### src/rtl/cross_bar_switch_tdest_pkg.sv
// Shared types and helpers for the tdest-routed AXI-Stream crossbar.
package cross_bar_pkg;

   localparam int MIN_CHANNEL_NO = 1;
   localparam int MAX_CHANNEL_NO = 32;

   typedef enum logic {
      ARB_IDLE = 1'b0,
      ARB_BUSY = 1'b1
   } arb_state_t;

   // Index width for n items, never narrower than one bit.
   function automatic int clog2_safe(input int n);
      int w;
      w = 1;
      while ((1 << w) < n) w++;
      return w;
   endfunction

endpackage

### src/rtl/cross_bar_switch_tdest_rr_arbiter.sv
// Packet-level round-robin arbiter for one crossbar output: registered grant,
// held from arbitration until the granted input's tlast beat is accepted.
module cross_bar_rr_arbiter
   import cross_bar_pkg::*;
#(
   parameter int CHANNEL_NO  = 4,
   parameter int GRANT_WIDTH = clog2_safe(CHANNEL_NO)
) (
   input  logic                   aclk,
   input  logic                   areset,
   input  logic [CHANNEL_NO-1:0]  req,
   input  logic                   accept,
   input  logic                   last,
   output logic [GRANT_WIDTH-1:0] grant,
   output logic                   busy
);

   arb_state_t             state_reg;
   logic [GRANT_WIDTH-1:0] grant_reg;
   logic [GRANT_WIDTH-1:0] ptr_reg;
   logic [GRANT_WIDTH-1:0] sel_next;
   logic                   any_req;

   // First requester at or after the pointer, in cyclic order.
   always_comb begin
      int idx;
      sel_next = '0;
      any_req  = 1'b0;
      idx      = 0;
      for (int k = 0; k < CHANNEL_NO; k++) begin
         idx = int'(ptr_reg) + k;
         if (idx >= CHANNEL_NO) idx = idx - CHANNEL_NO;
         if (!any_req && req[idx]) begin
            any_req  = 1'b1;
            sel_next = GRANT_WIDTH'(idx);
         end
      end
   end

   always_ff @(posedge aclk or negedge areset) begin
      if (!areset) begin
         state_reg <= ARB_IDLE;
         grant_reg <= '0;
         ptr_reg   <= '0;
      end else begin
         case (state_reg)
            ARB_IDLE: begin
               if (any_req) begin
                  grant_reg <= sel_next;
                  state_reg <= ARB_BUSY;
               end
            end
            ARB_BUSY: begin
               if (accept && last) begin
                  state_reg <= ARB_IDLE;
                  ptr_reg   <= (int'(grant_reg) == CHANNEL_NO - 1) ? '0
                               : grant_reg + GRANT_WIDTH'(1);
               end
            end
            default: state_reg <= ARB_IDLE;
         endcase
      end
   end

   assign grant = grant_reg;
   assign busy  = (state_reg == ARB_BUSY);

endmodule

### src/rtl/cross_bar_switch_tdest.sv
// AXI-Stream crossbar: S inputs routed to M outputs by tdest, with one packet
// round-robin arbiter and one registered output stage per output.
module cross_bar_switch_tdest
   import cross_bar_pkg::*;
#(
   parameter int S_CHANNEL_NO = 4,
   parameter int M_CHANNEL_NO = 3,
   parameter int DATA_WIDTH   = 32,
   parameter int KEEP_WIDTH   = DATA_WIDTH / 8,
   parameter int DEST_WIDTH   = clog2_safe(M_CHANNEL_NO)
) (
   input  logic                                    aclk,
   input  logic                                    areset,
   input  logic [S_CHANNEL_NO-1:0][DATA_WIDTH-1:0] s_axis_tdata,
   input  logic [S_CHANNEL_NO-1:0][KEEP_WIDTH-1:0] s_axis_tkeep,
   input  logic [S_CHANNEL_NO-1:0][DEST_WIDTH-1:0] s_axis_tdest,
   input  logic [S_CHANNEL_NO-1:0]                 s_axis_tvalid,
   input  logic [S_CHANNEL_NO-1:0]                 s_axis_tlast,
   output logic [S_CHANNEL_NO-1:0]                 s_axis_tready,
   output logic [M_CHANNEL_NO-1:0][DATA_WIDTH-1:0] m_axis_tdata,
   output logic [M_CHANNEL_NO-1:0][KEEP_WIDTH-1:0] m_axis_tkeep,
   output logic [M_CHANNEL_NO-1:0]                 m_axis_tvalid,
   output logic [M_CHANNEL_NO-1:0]                 m_axis_tlast,
   input  logic [M_CHANNEL_NO-1:0]                 m_axis_tready,
   output logic [S_CHANNEL_NO-1:0]                 s_drop
);

   localparam int GRANT_WIDTH = clog2_safe(S_CHANNEL_NO);

   if (S_CHANNEL_NO < MIN_CHANNEL_NO || S_CHANNEL_NO > MAX_CHANNEL_NO ||
       M_CHANNEL_NO < MIN_CHANNEL_NO || M_CHANNEL_NO > MAX_CHANNEL_NO) begin : g_bad_count
      $error("cross_bar_switch_tdest: channel count out of range");
   end

   logic [S_CHANNEL_NO-1:0]                   in_range;
   logic [S_CHANNEL_NO-1:0]                   drop_rdy;
   logic [S_CHANNEL_NO-1:0][DEST_WIDTH-1:0]   eff_dest;
   logic [S_CHANNEL_NO-1:0]                   ready_comb;
   logic [M_CHANNEL_NO-1:0][S_CHANNEL_NO-1:0] req;
   logic [M_CHANNEL_NO-1:0][GRANT_WIDTH-1:0]  grant;
   logic [M_CHANNEL_NO-1:0]                   busy;
   logic [M_CHANNEL_NO-1:0]                   out_rdy;
   logic [M_CHANNEL_NO-1:0]                   arb_accept;
   logic [M_CHANNEL_NO-1:0]                   sel_valid;
   logic [M_CHANNEL_NO-1:0]                   sel_last;
   logic [M_CHANNEL_NO-1:0][DATA_WIDTH-1:0]   sel_data;
   logic [M_CHANNEL_NO-1:0][KEEP_WIDTH-1:0]   sel_keep;

   genvar gi, gj;

   for (gi = 0; gi < S_CHANNEL_NO; gi++) begin : g_in
      logic                  head_reg;
      logic [DEST_WIDTH-1:0] dest_reg;
      logic                  accept;

      assign eff_dest[gi] = head_reg ? s_axis_tdest[gi] : dest_reg;
      assign in_range[gi] = 32'(eff_dest[gi]) < 32'(M_CHANNEL_NO);
      // A dropped packet keeps tready high between beats so it always drains.
      assign drop_rdy[gi] = !in_range[gi] && (s_axis_tvalid[gi] || !head_reg);
      assign s_drop[gi]   = areset && head_reg && s_axis_tvalid[gi] && !in_range[gi];
      assign accept       = s_axis_tvalid[gi] && s_axis_tready[gi];

      always_ff @(posedge aclk or negedge areset) begin
         if (!areset) begin
            head_reg <= 1'b1;
            dest_reg <= '0;
         end else if (accept) begin
            head_reg <= s_axis_tlast[gi];
            if (head_reg) dest_reg <= s_axis_tdest[gi];
         end
      end

      for (gj = 0; gj < M_CHANNEL_NO; gj++) begin : g_req
         assign req[gj][gi] = s_axis_tvalid[gi] && in_range[gi] &&
                              (32'(eff_dest[gi]) == 32'(gj));
      end
   end

   // Per-output beat select by grant; only the granted input sees tready.
   always_comb begin
      ready_comb = drop_rdy;
      sel_valid  = '0;
      sel_last   = '0;
      sel_data   = '0;
      sel_keep   = '0;
      for (int j = 0; j < M_CHANNEL_NO; j++) begin
         for (int i = 0; i < S_CHANNEL_NO; i++) begin
            if (grant[j] == GRANT_WIDTH'(i)) begin
               sel_valid[j] = s_axis_tvalid[i];
               sel_last[j]  = s_axis_tlast[i];
               sel_data[j]  = s_axis_tdata[i];
               sel_keep[j]  = s_axis_tkeep[i];
               if (busy[j] && out_rdy[j]) ready_comb[i] = 1'b1;
            end
         end
      end
   end

   assign s_axis_tready = areset ? ready_comb : '0;

   for (gj = 0; gj < M_CHANNEL_NO; gj++) begin : g_out
      logic                  valid_reg;
      logic                  last_reg;
      logic [DATA_WIDTH-1:0] data_reg;
      logic [KEEP_WIDTH-1:0] keep_reg;

      assign out_rdy[gj]    = !valid_reg || m_axis_tready[gj];
      assign arb_accept[gj] = busy[gj] && out_rdy[gj] && sel_valid[gj];

      cross_bar_rr_arbiter #(
         .CHANNEL_NO  (S_CHANNEL_NO),
         .GRANT_WIDTH (GRANT_WIDTH)
      ) u_arb (
         .aclk   (aclk),
         .areset (areset),
         .req    (req[gj]),
         .accept (arb_accept[gj]),
         .last   (sel_last[gj]),
         .grant  (grant[gj]),
         .busy   (busy[gj])
      );

      always_ff @(posedge aclk or negedge areset) begin
         if (!areset) begin
            valid_reg <= 1'b0;
            last_reg  <= 1'b0;
            data_reg  <= '0;
            keep_reg  <= '0;
         end else if (out_rdy[gj]) begin
            valid_reg <= arb_accept[gj];
            if (arb_accept[gj]) begin
               last_reg <= sel_last[gj];
               data_reg <= sel_data[gj];
               keep_reg <= sel_keep[gj];
            end
         end
      end

      assign m_axis_tvalid[gj] = valid_reg;
      assign m_axis_tlast[gj]  = last_reg;
      assign m_axis_tdata[gj]  = data_reg;
      assign m_axis_tkeep[gj]  = keep_reg;
   end

endmodule

### config.mk
export PLATFORM = sky130hd
export DESIGN_NAME = cross_bar_switch_tdest
export DESIGN_NICKNAME = d
export VERILOG_FILES = /design/src/rtl/cross_bar_switch_tdest_pkg.sv /design/src/rtl/cross_bar_switch_tdest_rr_arbiter.sv /design/src/rtl/cross_bar_switch_tdest.sv
export SDC_FILE = /design/constraint.sdc
export NUM_CORES = 1
export LEC_CHECK = 0
export BUFFER_PORTS_ARGS = -buffer_cell sky130_fd_sc_hd__buf_2
export CAP_MARGIN = 20
export CORE_UTILIZATION = 48
export CTS_CLUSTER_DIAMETER = 100
export DETAILED_ROUTE_END_ITERATION = 10
export GPL_ROUTABILITY_DRIVEN = 0
export GPL_TIMING_DRIVEN = 0
export MAX_ROUTING_LAYER = met4
export PLACE_DENSITY = 0.78
export RECOVER_POWER = 25
export REMOVE_ABC_BUFFERS = 1
export SKIP_CTS_REPAIR_TIMING = 1
export SLEW_MARGIN = 20
export SYNTH_ARGS = -nofsm -noshare
export SYNTH_HDL_FRONTEND = slang
export SYNTH_SLANG_ARGS = --single-unit
export TNS_END_PERCENT = 5
### constraint.sdc
create_clock -name aclk -period 1.9 [get_ports aclk]
set_input_delay 0.095 -clock aclk [delete_from_list [all_inputs] [get_ports aclk]]
set_output_delay 0.095 -clock aclk [all_outputs]
set_load 0.02 [all_outputs]
==> After elaboration in Yosys (flattened, before gate mapping) <==
Index checks and enable logic that the tools add are counted.
{ "classes": {"n_eq_ne": 20, "n_mux": 161, "n_bitwise": 3, "n_lt_le_gt_ge": 28, "n_reduce_logical": 97, "addsub": 24} }
{ "ops": {"columns": ["operator", "count"], "rows": [
  ["32-bit 2-to-1 mux", 24],
  ["32-bit by 4-bit < comparator with 1-bit output, second input constant", 12],
  ["32-bit by 4-bit greater-or-equal comparator with 1-bit output, second input constant", 9],
  ["32-bit by 4-bit subtractor with 32-bit output, second input constant", 9],
  ["1-bit 2-to-1 mux", 90],
  ["1-bit logical AND", 54],
  ["4-bit 2-to-1 mux", 13],
  ["2-bit 2-to-1 mux", 19],
  ["1-bit binary-select mux with 2-bit select", 12],
  ["2-bit by 1-bit == test with 1-bit output, second input constant", 10],
  ["2-bit == test, second input constant", 10],
  ["1-bit zero test", 20],
  ["2-bit by 2-bit adder with 3-bit output, second input constant", 6],
  ["2-bit AND reduction", 9],
  ["2-bit zero test", 7],
  ["2-bit by 3-bit subtractor with 4-bit output, second input constant", 3],
  ["2-bit by 1-bit adder with 3-bit output, second input constant", 3],
  ["2-bit by 3-bit greater-or-equal comparator with 1-bit output, second input constant", 3],
  ["2-bit < comparator, second input constant", 4],
  ["1-bit logical OR", 7],
  ["2-bit by 1-bit adder with 2-bit output, second input constant", 3],
  ["1-bit case mux with 2 select lines", 3],
  ["1-bit NOT", 3]
]} }
{ "totals": {"regBits": 141, "output_inout_bits": 122, "inputBits": 165} }

==> Longest topological paths before layout <==
Gate-level depths: netlist (run 1).
{ "logic_depth": {"word_depth": 19, "ltp_mapped": 10, "mapped_depth_nobuf": 7} }

==> Modules after synthesis <==
A second synthesis (run 1) with hierarchy kept.
{ "unflattened": {"cells_unflattened": 617, "area_unflattened_um2": 9027.4} }
{ "modules_own_cells": {"columns": ["module", "seq_area_each_um2", "area_each_um2", "cells_per_inst", "instances"], "rows": [
  ["cross_bar_switch_tdest", 3158.0, 8122.8, 527, 1],
  ["cross_bar_rr_arbiter", 125.1, 301.5, 30, 3]
]} }

==> Worst setup path after synthesis (run 1) <==
OpenSTA, ideal clock, no wires.
{ "synth_timing": {"path_type": "reg2reg", "startpoint": "register g_out[2].u_arb.grant_reg[0]", "endpoint": "register g_out[2].u_arb.ptr_reg[1]", "setup_ps": 128, "slack_ps": -171, "n_path_buf": 1, "t_arrival_ps": 1944, "stages_incl_launch_ff": 9, "required_ps": 1772, "cell_sequence": "dfrtp_1 inv_1 ha_1 buf_2 nor2b_1 a221oi_1 a2111o_1 a21oi_2 mux2_1"} }
{ "synth_between": {"elab_chain_cells": 8} }
{ "synth_rtl": {"columns": ["element", "line_no", "text"], "rows": [
  ["start: declaration", "cross_bar_switch_tdest_rr_arbiter.sv:19", "logic [GRANT_WIDTH-1:0] grant_reg;"],
  ["start signal: assignment", "cross_bar_switch_tdest_rr_arbiter.sv:49", "grant_reg <= sel_next;"],
  ["2-bit zero test", "cross_bar_switch_tdest.sv:88", "if (grant[j] == GRANT_WIDTH'(i)) begin"],
  ["1-bit 2-to-1 mux (4 in a row)", "cross_bar_switch_tdest.sv:88", null],
  ["1-bit logical AND", "cross_bar_switch_tdest.sv:108", "assign arb_accept[gj] = busy[gj] && out_rdy[gj] && sel_valid[gj];"],
  ["1-bit logical AND", "cross_bar_switch_tdest_rr_arbiter.sv:54", "if (accept && last) begin"],
  ["2-bit AND reduction (no line)", null, null],
  ["end signal: assignment", "cross_bar_switch_tdest_rr_arbiter.sv:56", "ptr_reg <= (int'(grant_reg) == CHANNEL_NO - 1) ? '0"],
  ["end: declaration", "cross_bar_switch_tdest_rr_arbiter.sv:20", "logic [GRANT_WIDTH-1:0] ptr_reg;"]
]} }
Parallel ways exist; a longest one is shown, timed or not.
A chain may end at the register's enable or synchronous reset.

==> Worst setup path after layout (run 1) <==
{ "layout_timing": {"startpoint": "register g_out[2].u_arb.grant_reg[1]", "endpoint": "register g_out[2].data_reg[0]"} }
{ "layout_between": {"elab_chain_cells": 7} }
{ "layout_rtl": {"columns": ["element", "line_no", "text"], "rows": [
  ["2-bit zero test", "cross_bar_switch_tdest.sv:88", null],
  ["1-bit 2-to-1 mux (4 in a row)", "cross_bar_switch_tdest.sv:88", null],
  ["1-bit logical AND", "cross_bar_switch_tdest.sv:108", null],
  ["2-bit AND reduction (no line)", null, null],
  ["end signal: assignment", "cross_bar_switch_tdest.sv:133", "data_reg <= sel_data[gj];"],
  ["end: declaration", "cross_bar_switch_tdest.sv:104", "logic [DATA_WIDTH-1:0] data_reg;"]
]} }
Parallel ways exist; a longest one is shown, timed or not.

==> results of run 1 <==
## final timing paths
path                                               from                    end  slack [ns]  depth (start not counted)
worst min-delay path                             areset  g_out[0].data_reg[24]       -0.40                          1
worst max register to register  g_out[2].u_arb.grant[1]   g_out[2].data_reg[0]       -0.43                          9
min in group aclk                     s_axis_tdata[101]   g_out[0].data_reg[5]       -0.02                          3
worst min register to register     g_out[0].keep_reg[2]   g_out[0].keep_reg[2]        0.47                          2
worst max-delay path            g_out[2].u_arb.grant[1]   g_out[2].data_reg[0]       -0.43                          9
max in group asynchronous                        areset  g_out[1].data_reg[16]        0.67                          2
## per-layer routing
layer  vias up  global-route usage [%]
met5         -                       -
met4         0                    15.8
met3       189                    7.78
met2       980                    52.2
met1      5397                    41.7
li1       4962                       -
## critical path: stages (launching register included)
cell,delay [ns]
dfrtp_2,0.42
inv_2,0.09
ha_4,0.17
buf_16,0.13
and3b_2,0.22
o31ai_4,0.25
o21ai_2,0.11
nand3_4,0.23
buf_6,0.23
mux2_1,0.36
## final cells by class
cell class | instances | share of cell area [%]
Antenna cell | 7 | 0.127
Sequential cell | 141 | 25.7
Clock inverter | 13 | 1.54
Multi-Input combinational cell | 930 | 44.7
Inverter | 16 | 0.681
Timing Repair Buffer | 402 | 21.5
Clock buffer | 19 | 3.21
Tap cell | 265 | 2.41
Timing Repair inverter | 1 | 0.0817
## metrics by stage
step | cell area (µm²) | worst slack (ns)
after floorplan | 9200 | -2.59
after global placement | 11000 | -5.75
after detailed placement | 11500 | -1.62
after CTS | 12200 | -1.64
after global routing | 13800 | -0.477
final | 13800 | -0.430
## power breakdown
group	internal, mW	leakage, nW	switching [mW]
Combinational	8.40	4.12	11.0
Clock	2.38	0.310	1.47
Sequential	4.50	1.74	1.07
Total	15.3	6.18	13.5
## kinds of logic after synthesis
kind of cell	after synthesis
muxes	92
and+or+nand+nor	447
DFF	141
buffers and inverters	131
AOI/OAI and AO/OA	378
adders and majority gates	12
## cells in the mapped netlist, drive strengths merged, types with 2 or more instances
| library cell | instances | share of area [%] |
|---|---|---|
| nand2b | 11 | 0.71 |
| o21ai | 115 | 5.9 |
| and4b | 3 | 0.31 |
| a2111o | 2 | 0.23 |
| o22ai | 3 | 0.19 |
| a22oi | 6 | 0.46 |
| nand3b | 71 | 5.5 |
| nor3 | 38 | 2.0 |
| nand2 | 197 | 7.6 |
| inv | 16 | 0.62 |
| and2 | 6 | 0.39 |
| a221oi | 41 | 3.7 |
| o211ai | 4 | 0.31 |
| o32ai | 4 | 0.36 |
| buf | 37 | 2.4 |
| clkbuf | 78 | 3.0 |
| nand3 | 28 | 1.4 |
| nor4bb | 2 | 0.21 |
| nand4 | 7 | 0.45 |
| dfstp | 4 | 1.1 |
| a21oi | 183 | 9.5 |
| dfrtp | 137 | 35 |
| a31oi | 3 | 0.26 |
| a21o | 3 | 0.23 |
| mux2 | 89 | 10 |
| and3b | 3 | 0.27 |
| nand4b | 6 | 0.54 |
| nor2 | 54 | 2.1 |
| ha | 12 | 1.5 |
| nand4bb | 2 | 0.23 |
| o31ai | 6 | 0.57 |
| mux2i | 3 | 0.31 |
| o21a | 3 | 0.23 |
| nor2b | 9 | 0.66 |
| nor3b | 4 | 0.31 |
==> metrics.txt, run 1 <==
Die X between 100 and 150 µm; initial antenna violation count 7; WHS -0.396 ns; RSZ-0062 raised after global routing yes; WS Path Type reg -> reg; # fillers roughly 1,500; CP arrival approximately 2.6 ns; commonest non-fill, non-tap cell in the layout buf_2; clock sinks ~140; clock root cell clkbuf_16; DRC viols 0; Worst-Skew Late Latency ~0.43 ns; clock buffer count from CTS 17; PortBufs roughly 290; highest clock rate about 430 MHz; Peak supply drop ~1.2 mV; share of cells above drive strength 1 a little under two fifths; Mapped Area just under 10,000 µm²; Pins Over Slew Limit 0; critical path required time between 2 and 2.5 ns; failing checks hold timing, setup timing; Multi-input gate area slightly above 6000 µm²; non-filler instance count after layout ~1,800; DPL Wire Length 22.3 mm; vias in the first global route 9,766; Core Box Area 19,700 µm²; Slew Limit Headroom approximately 22%; vias per std cell between 6 and 7; DIE AREA 20,800 µm²; post-route worst setup slack -0.430 ns; CTS H-Tree Depth 4; Synth Area in XOR/XNOR 0%; CTS tree done; Critical Path End Type flip-flop; CTS max path bufs 2; I/O pins between 200 and 300; final count of hold timing violations between 70 and 80; mux share of post-synthesis cell area around a tenth; Synth Area in Compound Gates approximately 22%; final setup vio count 123; number of max-cap violations 0; largest net degree at the start of global routing slightly below 80; vias after detailed routing 11,500; status complete, but fails checks; fin crit period approximately 2.3 ns; M1 WL 15.5 mm; critical path startpoint category flip-flop; Synth Warn # 0; fin util a little over two thirds; post-synthesis cell type count 56; clk_skew between 0.01 and 0.015 ns; crit path max fanout 7; Placed Cells 1,654; Routed Antenna Nets 0; first-pass GRT wire length ~52 mm; met3 WL post-DR 5.84 mm; main combinational cell family by area after synthesis simple AND/OR/NAND/NOR gates; most frequent cells in the layout buf_2, nand2_1, a21oi_1, dfrtp_1, o21ai_0; PwrDens around 2100 nW/µm²; post-synthesis register bit count 141; Reg clk slew, reported paths around 0.060 ns; Cells after Synth 1,201; Final Cycle Share 123%; Total Routing Usage GR 33.7%; Row Count 51; mean post-synth cell area 8.10 µm²; Post-synth EDFFs 0; register area about 3500 µm²; gr ovfl total 0; top layer used by detailed routing met4; DIE HEIGHT around 140 µm; Detailed Route WL 42.4 mm; Final Power between 20 and 30 mW; layout overhead on the synthesized area 41.7%; post-synthesis sequential area ratio between 30% and 40%; Simple-Gate Fraction of Synth Area between 20% and 30%; Avg WL per Cell between 20 and 25 µm; Synth Area in Adders ~1.5%; setup_tns -30.38 ns; Leakage a little over 6 nW; slew at the pin closest to its max-slew limit 1.17 ns; async set-reset flop share out of synthesis 100%; WL met2 about 19 mm; flip-flop count of the largest register after layout 96; drt initial violations roughly 1,400; nets ~1,700; ys flop type dfrtp_1; min-delay worst type in -> async; 1st-pass router iterations 6; Initial Util between 40% and 50%
Note: power is estimated with default switching activity, not from simulation.
==> inputs of run 2 (changes only) <==
Settings changed: ABC_CLOCK_PERIOD_IN_PS set to 1900, GPL_TIMING_DRIVEN 0 to unset, REMOVE_ABC_BUFFERS 1 to unset.
==> metrics.txt, run 2 (synthesis results as in run 1) <==
CTS tree done; CTS max path bufs 2; Core Box Area ~20,000 µm²; min-delay worst type in -> reg; pre-CTS setup slack -0.152 ns; Die X 144 µm; first-pass GRT wire length 52.8 mm; gr ovfl total 0; fin crit period 2.09 ns; slew at the pin closest to its max-slew limit ~0.96 ns; DIE AREA 20,800 µm²; Initial Util 49.5%; nets approximately 1,700; Worst path slowest cell dfrtp_1; RSZ-0062 raised after global routing yes; vias per std cell 6.10; WHS -0.0192 ns; vias after detailed routing roughly 11,000; flip-flop count of the largest register after layout 96; clock buffer count from CTS 17; critical path required time 1.80 ns; Avg WL per Cell ~21 µm; PortBufs 286; clock sinks between 100 and 150; clock root cell clkbuf_16; post-route worst setup slack -0.190 ns; CTS H-Tree Depth 4; number of max-cap violations 0; CP arrival 1.99 ns; critical path's largest stage delay about 0.40 ns; DIE HEIGHT approximately 140 µm; critical path startpoint category flip-flop; Worst R2R Path Depth 9; highest clock rate approximately 480 MHz; layout overhead on the synthesized area 34.7%; largest net degree at the start of global routing 98; Reg clk slew, reported paths roughly 0.070 ns; Detailed Route WL roughly 37 mm; Routed Antenna Nets 0; failing checks hold timing, setup timing; commonest non-fill, non-tap cell in the layout buf_2; status complete, but fails checks; Top Family by Delay on Critical Path buffers and inverters; vias in the first global route 9,791; Final Cycle Share 110%; non-filler instance count after layout between 1,500 and 2,000; Mapped Nets 1,378; clk_skew between 0.01 and 0.015 ns; share of cells above drive strength 1 between 30% and 40%; Total Routing Usage GR around 34%; CP Cell Sequence buf_6, ha_4, buf_4, nand3_2, nand4b_1, buf_4, and2_1, buf_6; 1st-pass router iterations 5; initial antenna violation count 7; setup_tns -10.38 ns; Pins Over Slew Limit 0; DPL Wire Length ~25 mm; final setup vio count between 90 and 100; Crit path depth 8; crit path max fanout 4; WHS Path Cells 3; most frequent cells in the layout buf_2, nand2_1, a21oi_1, dfrtp_1, o21ai_0; final count of hold timing violations 4; placed cell area between 10,000 and 15,000 µm²; Leakage just under 6 nW; Worst-Skew Late Latency 0.43 ns; Slew Limit Headroom between 30% and 40%; Placed Cells 1,707; PwrDens roughly 2000 nW/µm²; Design Area, Final 13,100 µm²; DRC viols 0; WS Path Type reg -> out; Peak supply drop between 0.9 and 1 mV; drt initial violations 1,013; I/O pins between 200 and 300; Row Count just over 50; buffers plus inverters on the worst setup path 4; fin util around two thirds; Critical Path End Type primary output
## run 2: cell count changes in the layout (fill, tap and decap cells not counted), moves of 8 or more
cell	change
buf_16	-9
buf_4	+13
buf_6	+9
clkbuf_16	-8
nand2_1	+11
nand2_2	-9
o21ai_0	+14
o21ai_1	-11
## run 2: path summary, 6_finish.rpt
| check | startpoint | endpoint | slack, ns |
|---|---|---|---|
| worst min register to register | g_out[2].last_reg | g_out[2].last_reg | 0.48 |
| worst min-delay path | s_axis_tdata[102] | g_out[0].data_reg[6] | -0.02 |
| worst max register to register | g_out[2].u_arb.grant[1] | g_out[2].data_reg[9] | -0.19 |
| max in group asynchronous | areset | g_out[1].u_arb.grant[0] | 0.50 |
| min in group asynchronous | areset | g_out[1].last_reg | 0.12 |
| worst max-delay path | g_out[2].u_arb.grant[1] | s_axis_tready[2] | -0.19 |
## run 2: worst min-delay path, cell delays in order
cell and delay [ns]:
buf_2 0.10, a21oi_1 0.07, o21ai_1 0.11
## run 2: where the power goes
group / switching [mW] / internal, mW / total [mW]
registers: 1.10 / 4.50 / 5.59
logic: 9.34 / 7.36 / 16.7
clock network: 1.40 / 2.07 / 3.47
total: 11.8 / 13.9 / 25.8
## run 2: through the flow
step                hold WS, ns  total power, mW
floorplan                -0.201             15.5
global placement        -0.0224             19.8
detailed placement      -0.0211             20.2
CTS                      -0.473             23.8
global route            0.00158             27.3
finish                  -0.0192             25.8
## run 2: layout make-up
cell class	instances	area, µm²
Multi-Input combinational cell	929	5920
Fill cell	1640	6550
Tap cell	265	332
Sequential cell	141	3540
Inverter	16	65.1
Clock inverter	13	166
Timing Repair Buffer	397	2640
Clock buffer	19	433
Antenna cell	7	17.5
## run 2: per-layer routing
layer  track usage [%]  part of all wire (%)
met4              17.2                   4.6
met1              42.6                    39
met5                 -                     0
met3              6.66                    11
met2              53.6                    46
==> inputs of run 3 (changes only) <==
Settings changed: SKIP_CTS_REPAIR_TIMING 1 to unset.
==> metrics.txt, run 3 (synthesis results as in run 1) <==
status complete, but fails checks; failing checks setup timing; fin crit period 2.09 ns; vias in the first global route ~10,000; clock root cell clkbuf_16; final count of hold timing violations 0; clock power share 13.7%; commonest non-fill, non-tap cell in the layout buf_2; crit path max fanout 21; Row Count slightly above 50; gr ovfl total 0; Pins Over Slew Limit 0; vias after detailed routing 10,700; Net Sw Frac a little under half; DIE AREA 20,800 µm²; DRC viols 0; Multi-input gate area 5990 µm²; flip-flop count of the largest register after layout between 90 and 100; drt initial violations just over 900; CTS H-Tree Depth 4; Final Cycle Share 110%; share of cells above drive strength 1 approximately 34%; vias per std cell slightly above 6; RR Startpoint g_out[2].u_arb.grant[1]; highest clock rate 478 MHz; RSZ-0062 raised after global routing yes; slew at the pin closest to its max-slew limit 0.954 ns; WS Path Type reg -> reg; fin util between 60% and 70%; Avg WL per Cell just over 20 µm; switching power total 11.7 mW; number of max-cap violations 0; clock sinks 141; first-pass GRT wire length 53.5 mm; clk_skew about 0.014 ns; Slew Limit Headroom between 30% and 40%; Die X roughly 140 µm; CP arrival between 2 and 2.5 ns; Peak supply drop slightly below 1 mV; nets about 1,700; Final Power between 20 and 30 mW; PortBufs about 290; Leakage slightly below 6 nW; clock buffer count from CTS 17; Initial Util about half; I/O pins 287; layout overhead on the synthesized area 33.7%; DIE HEIGHT about 140 µm; Detailed Route WL ~37 mm; Total Routing Usage GR around a third; most frequent cells in the layout buf_2, nand2_1, a21oi_1, dfrtp_1, o21ai_0; part of the power in combinational logic between 60 and 70%; initial antenna violation count 7; # fillers ~1,600; P_int between 10 and 15 mW; CTS max path bufs 2; Core Box Area a little under 20,000 µm²; Routed Antenna Nets 0; register area 3540 µm²; Worst Setup SP g_out[2].u_arb.grant[1]; critical path startpoint category flip-flop; final setup vio count slightly above 100; Critical Path End Type flip-flop; setup_tns -10.61 ns; CTS tree done; 1st-pass router iterations 5; Reg clk slew, reported paths 0.07 ns; PwrDens around 2000 nW/µm²; Worst-Skew Late Latency between 0.4 and 0.5 ns; Mapped Nets 1,378; DPL Wire Length between 20 and 25 mm; non-filler instance count after layout about 1,800; critical path required time about 2.2 ns; min-delay worst type in -> reg; Placed Cells 1,707; largest net degree at the start of global routing 98; hold_sp s_axis_tdata[110]; sequential share of power between 20 and 25%; post-route worst setup slack -0.194 ns
==> run 3: repair_timing <==
action / in CTS / in global routing
endpoints found under the setup margin: 92 / 132
setup buffers: 3 / 4
hold buffers: 22 / 0
pin swaps: 6 / 8
hold endpoints to repair: 158 / 0
gates resized for setup: 27 / 56
gates cloned: 0 / 2
==> run 3: worst paths after layout <==
path	slack, ns	endpoint	cells after the start
worst min register to register	0.48	g_out[0].last_reg	1
worst min-delay path	0.01	g_out[0].data_reg[14]	3
worst max-delay path	-0.19	g_out[2].data_reg[9]	8
min in group asynchronous	0.11	g_out[1].last_reg	2
worst max register to register	-0.19	g_out[2].data_reg[9]	8
max in group asynchronous	0.51	g_out[1].u_arb.grant[0]	3
==> run 3: layout make-up <==
| class | instances | area share (%) |
|---|---|---|
| Multi-Input combinational cell | 929 | 46.0 |
| Sequential cell | 141 | 27.2 |
| Timing Repair Buffer | 386 | 19.0 |
| Clock buffer | 19 | 3.33 |
| Tap cell | 265 | 2.55 |
| Clock inverter | 13 | 1.28 |
| Inverter | 16 | 0.500 |
| Antenna cell | 7 | 0.135 |
==> run 3: metal layers <==
metal | track usage [%] | share of wire, %
met2 | 54.5 | 47
met3 | 6.36 | 9.6
met5 | - | 0
met4 | 18.6 | 4.3
met1 | 42.6 | 39
==> run 3: power groups by stage <==
stage	registers (mW)	logic, mW	clock network, mW
after floorplan	6.49	9.00	0
after global placement	5.54	14.3	0
after detailed placement	5.56	14.7	0
after CTS	5.54	15.1	3.50
after global routing	5.76	17.5	3.64
final	5.61	16.3	3.48
==> run 3: metrics by stage <==
stage,cell area (µm²),hold WS (ns),setup slack [ns]
after floorplan,9860,-0.201,-0.124
final,13000,0.0128,-0.194
after detailed placement,11700,-0.0211,-0.152
after CTS,12700,0.00140,-0.151
after global routing,13000,0.0199,-0.249
after global placement,11700,-0.0224,-0.110
==> run 3: worst max-delay path, cell delays in order (launching register included) <==
cell and delay (ns):
dfrtp_1 0.39, buf_4 0.16, ha_4 0.15, buf_4 0.15, o31ai_2 0.29, o21ai_1 0.13, nand3_2 0.14, buf_12 0.21
mux2_2 0.36
